==> config.mk <==
export PLATFORM = sky130hd
export DESIGN_NAME = usb_uart_tx_fifo
export DESIGN_NICKNAME = d
export VERILOG_FILES = /design/src/rtl/usb_uart_tx_fifo.sv
export SDC_FILE = /design/constraint.sdc
export NUM_CORES = 1
export LEC_CHECK = 0
export ABC_AREA = 1
export BUFFER_PORTS_ARGS = -buffer_cell sky130_fd_sc_hd__buf_2
export CAP_MARGIN = 10
export CORE_UTILIZATION = 57
export CTS_CLUSTER_DIAMETER = 100
export DETAILED_ROUTE_END_ITERATION = 12
export PLACE_DENSITY_LB_ADDON = 0.12
export SLEW_MARGIN = 30
export SYNTH_ARGS = -nofsm -noshare
export SYNTH_HDL_FRONTEND = slang
export SYNTH_SLANG_ARGS = --single-unit
==> constraint.sdc <==
create_clock -name clk_48mhz -period 2.18 [get_ports clk_48mhz]
set_input_delay 0.218 -clock clk_48mhz [delete_from_list [all_inputs] [get_ports clk_48mhz]]
set_output_delay 0.218 -clock clk_48mhz [all_outputs]
set_load 0.1 [all_outputs]
==> src/rtl/usb_uart_tx_fifo.sv <==
// Device-to-host byte FIFO feeding a USB UART: first-word-fall-through output,
// registered flags (in_ready, uart_in_valid, almost_full) derived from the next occupancy.
module usb_uart_tx_fifo #(
  parameter int unsigned DEPTH_LOG2  = 6,
  parameter int unsigned AFULL_LEVEL = 48
) (
  input  logic                  clk_48mhz,
  input  logic                  reset,
  input  logic [7:0]            in_data,
  input  logic                  in_valid,
  output logic                  in_ready,
  output logic [7:0]            uart_in_data,
  output logic                  uart_in_valid,
  input  logic                  uart_in_ready,
  output logic [DEPTH_LOG2:0]   level,
  output logic                  almost_full
);

  localparam int unsigned Depth = 2 ** DEPTH_LOG2;

  localparam logic [DEPTH_LOG2:0]   LevelFull  = (DEPTH_LOG2 + 1)'(Depth);
  localparam logic [DEPTH_LOG2:0]   LevelAfull = (DEPTH_LOG2 + 1)'(AFULL_LEVEL);
  localparam logic [DEPTH_LOG2:0]   LevelOne   = (DEPTH_LOG2 + 1)'(1);
  localparam logic [DEPTH_LOG2-1:0] PtrOne     = DEPTH_LOG2'(1);

  logic [7:0] mem [Depth];

  logic [DEPTH_LOG2-1:0] wr_ptr_q, wr_ptr_d;
  logic [DEPTH_LOG2-1:0] rd_ptr_q, rd_ptr_d;
  logic [DEPTH_LOG2:0]   level_q, level_d;
  logic                  in_ready_q, in_ready_d;
  logic                  valid_q, valid_d;
  logic                  afull_q, afull_d;

  logic push, pop;

  // Handshakes qualify on registered flags only, so full blocks pushes even when a pop
  // happens on the same edge.
  assign push = in_valid && in_ready_q;
  assign pop  = valid_q && uart_in_ready;

  always_comb begin
    level_d  = level_q;
    wr_ptr_d = wr_ptr_q;
    rd_ptr_d = rd_ptr_q;
    if (push) wr_ptr_d = wr_ptr_q + PtrOne;
    if (pop)  rd_ptr_d = rd_ptr_q + PtrOne;
    unique case ({push, pop})
      2'b10:   level_d = level_q + LevelOne;
      2'b01:   level_d = level_q - LevelOne;
      default: level_d = level_q;
    endcase
    in_ready_d = (level_d != LevelFull);
    valid_d    = (level_d != '0);
    afull_d    = (level_d >= LevelAfull);
  end

  always_ff @(posedge clk_48mhz or posedge reset) begin
    if (reset) begin
      wr_ptr_q   <= '0;
      rd_ptr_q   <= '0;
      level_q    <= '0;
      in_ready_q <= 1'b1;
      valid_q    <= 1'b0;
      afull_q    <= 1'b0;
    end else begin
      wr_ptr_q   <= wr_ptr_d;
      rd_ptr_q   <= rd_ptr_d;
      level_q    <= level_d;
      in_ready_q <= in_ready_d;
      valid_q    <= valid_d;
      afull_q    <= afull_d;
    end
  end

  always_ff @(posedge clk_48mhz) begin
    if (push) mem[wr_ptr_q] <= in_data;
  end

  // Head read is combinational so a byte written into an empty FIFO is visible right after
  // its push edge.
  assign uart_in_data  = mem[rd_ptr_q];
  assign uart_in_valid = valid_q;
  assign in_ready      = in_ready_q;
  assign level         = level_q;
  assign almost_full   = afull_q;

endmodule

==> flow_metrics.tcl <==
set metrics [dict create \
    setup_slack_ns -0.789 \
    grt_max_degree 65 \
    dp_slack_ns -0.241 \
    num_vias 14800 \
    crit_path_end_kind "primary output" \
    cts_inserted_buffers 52 \
    clkTransAtPathRegs_ns 0.06 \
    critPathLaunchType "flip-flop" \
    die_w_um 197 \
    avgSynthCellArea_um2 12.9 \
    totalWireLength_mm 58.3 \
    crit_fanout 10 \
    hold_viol_final 0 \
    r2r_slack_ns 0.09 \
    final-max-slew-violation-count 0 \
    dieHeight_um 197 \
    dp_hpwl_mm 35.6 \
    syn-num-nets 1701 \
    yosys-top-cells-area "edfxtp_1, nor2_1, o21ai_0, dfrtp_1, nand2_1" \
    dr.first_iter.drc_count 1810 \
    critPathKind "flip-flop to primary output" \
    clk_path_buf_depth 3 \
    drt_pass1_iterations 5 \
    peakVddDrop_mv 1.29 \
    grt_first_pass_wirelength_mm 86.4 \
    die_area_um2 38800 \
    drc 0 \
    slowest_delay_ns 0.57 \
    final_nets 1881 \
    h-tree-depth 2 \
    grt.total_usage_pct 30.5 \
    wl_per_cell_um 24.1 \
    syn_area_um2 21700 \
    path_common_cell "buf_12" \
    via_per_inst 6.12 \
    final_common_cell "edfxtp_1" \
    yosysSeqAreaShare_pct 73.4 \
    slowest_stage "dfrtp_4" \
    placed_area_um2 23800 \
    worst_pin_slew_ns 0.690 \
    maxCapViolations 0 \
    period_needed_ns 2.97 \
    layout_common_cells "edfxtp_1, nor2_1, o21ai_0, buf_4, nand2_1" \
    drive_above_1_share_pct 20.1 \
    crit_chain "inv_12 -> buf_4 -> buf_12 -> buf_12 -> nor2_1 -> o22ai_1 -> nand2_1 -> nand4_1 -> nand3_1 -> nand2_2 -> buf_12" \
    pwr_density_cell_nw_per_um2 1450 \
    rsz0062_at_grt "true" \
    synth.distinct_cells 40 \
    cts_tree "yes" \
    fmax_mhz 337 \
    core_area_um2 37600 \
    fin_util_pct 69.5 \
    port_buffers 29 \
    pin_count 30 \
    root_buffer "clkbuf_16" \
    fin_skew_ns 0.0168 \
    yosysWarningCount 0 \
    grt_overflow 0 \
    violations "negative setup slack" \
    ys_ff_latch 534 \
    fin_area_um2 26100 \
    max_slew_margin_pct 54.0 \
    path_buf_inv 5 \
    grt_pass1_vias 14000 \
    area_growth_pct 20.5 \
    initial_core_util_pct 57.7 \
    synth_top_area_share_pct 70.9 \
    antenna_found_initial 1 \
    fin_crit_sh_pct 136 \
    hold_path.class "primary input to flip-flop" \
    status "complete, but fails checks" \
    yosysTopAreaCell "edfxtp_1" \
    num_rows 71 \
    clock_latency_ns 0.60 \
    ant_nets 0 \
    dp_cells 2305 \
    layoutNonFillerInstCount 2417 \
    critical-path-top-delay-family "buffers and inverters" \
    crit_arrival_ns 2.75 \
    p_leak_nw 8.97 \
    netlist_instances 1685 \
    cts.sink_count 534 \
    crit_required_ns 1.96 \
    gp_congestion 0.903 \
    setup_viol 8 \
]
## path summary, 6_finish.rpt
path,from,endpoint,cells past startpoint
hold / removal,in_data[0],mem[24][0],1
max in group asynchronous,reset,wr_ptr_q[3],4
hold reg to reg,rd_ptr_q[3],rd_ptr_q[3],1
setup / recovery,rd_ptr_q[0],uart_in_data[7],11
setup reg to reg,in_ready,uart_in_valid,11
min in group asynchronous,reset,level[4],3
## metal layers
layer  up-vias  track usage, %  routed length (um)
met3       122            5.09                5480
li1       6609               -                   -
met2       777            46.8               27200
met1      7285            44.2               23700
met5         -               0                   0
met4         0            11.5                1890
## through the flow
step | total power, W | setup TNS [ns] | hold slack [ns]
global route | 0.0393 | -6.46 | 0.102
detailed placement | 0.0272 | -1.45 | 0.351
finish | 0.0380 | -5.95 | 0.102
floorplan | 0.0213 | -7.26 | 0.206
global placement | 0.0270 | -1.25 | 0.331
CTS | 0.0374 | -5.68 | 0.00152
## cell type report
class	count	area, um^2
antenna	1	2.50
clock inverter	34	453
sequential	534	15900
clock buffer	60	1330
tap	511	639
multi-input combinational	1011	5210
inverter	33	154
fill	2575	11400
timing repair buffer	233	2400
## synth_stat cells, drive strengths merged
| library cell | n |
|---|---|
| o221ai | 50 |
| nor3 | 3 |
| xor2 | 10 |
| edfxtp | 512 |
| nand2 | 134 |
| xnor2 | 2 |
| nand3 | 78 |
| inv | 31 |
| nor2 | 347 |
| clkbuf | 51 |
| buf | 56 |
| clkinv | 2 |
| or2 | 2 |
| o22ai | 69 |
| a21oi | 10 |
| o211ai | 14 |
| dfstp | 1 |
| ha | 4 |
| o21ai | 263 |
| dfrtp | 21 |
| nand4 | 24 |
| nor4 | 1 |
## registers in the layout (all words and copies together) (netlist names)
| signal | count |
|---|---|
| rd_ptr_q | 6 |
| almost_full | 1 |
| wr_ptr_q | 6 |
| uart_in_valid | 1 |
| in_ready | 1 |
| mem | 512 |
| level | 7 |
## power breakdown
part / internal (W) / switching [W] / total, W / leakage (nW)
sequential: 0.0118 / 0.000414 / 0.0122 / 4.86
clock: 0.00557 / 0.00381 / 0.00938 / 0.863
combinational: 0.00573 / 0.0106 / 0.0164 / 3.25
total: 0.0231 / 0.0149 / 0.0380 / 8.97
## logic make-up after synthesis
logic type,Yosys count,share of synthesized area (%)
buf+inv,140,3.46
flops,534,73.4
fa+ha+maj,4,0.231
compound gates,406,10.9
xor+xnor,12,0.485
simple gates,589,11.5
## what timing repair did
item | CTS | global route
gates resized for setup | 37 | 45
gates cloned | 5 | 0
pin swaps | 13 | 18
hold buffers | 1 | 1
hold endpoints to repair | 12 | 1
buffers inserted | 4 | 6
endpoints found under the setup margin | 9 | 133
No activity file was read; power rests on OpenSTA's default activity.
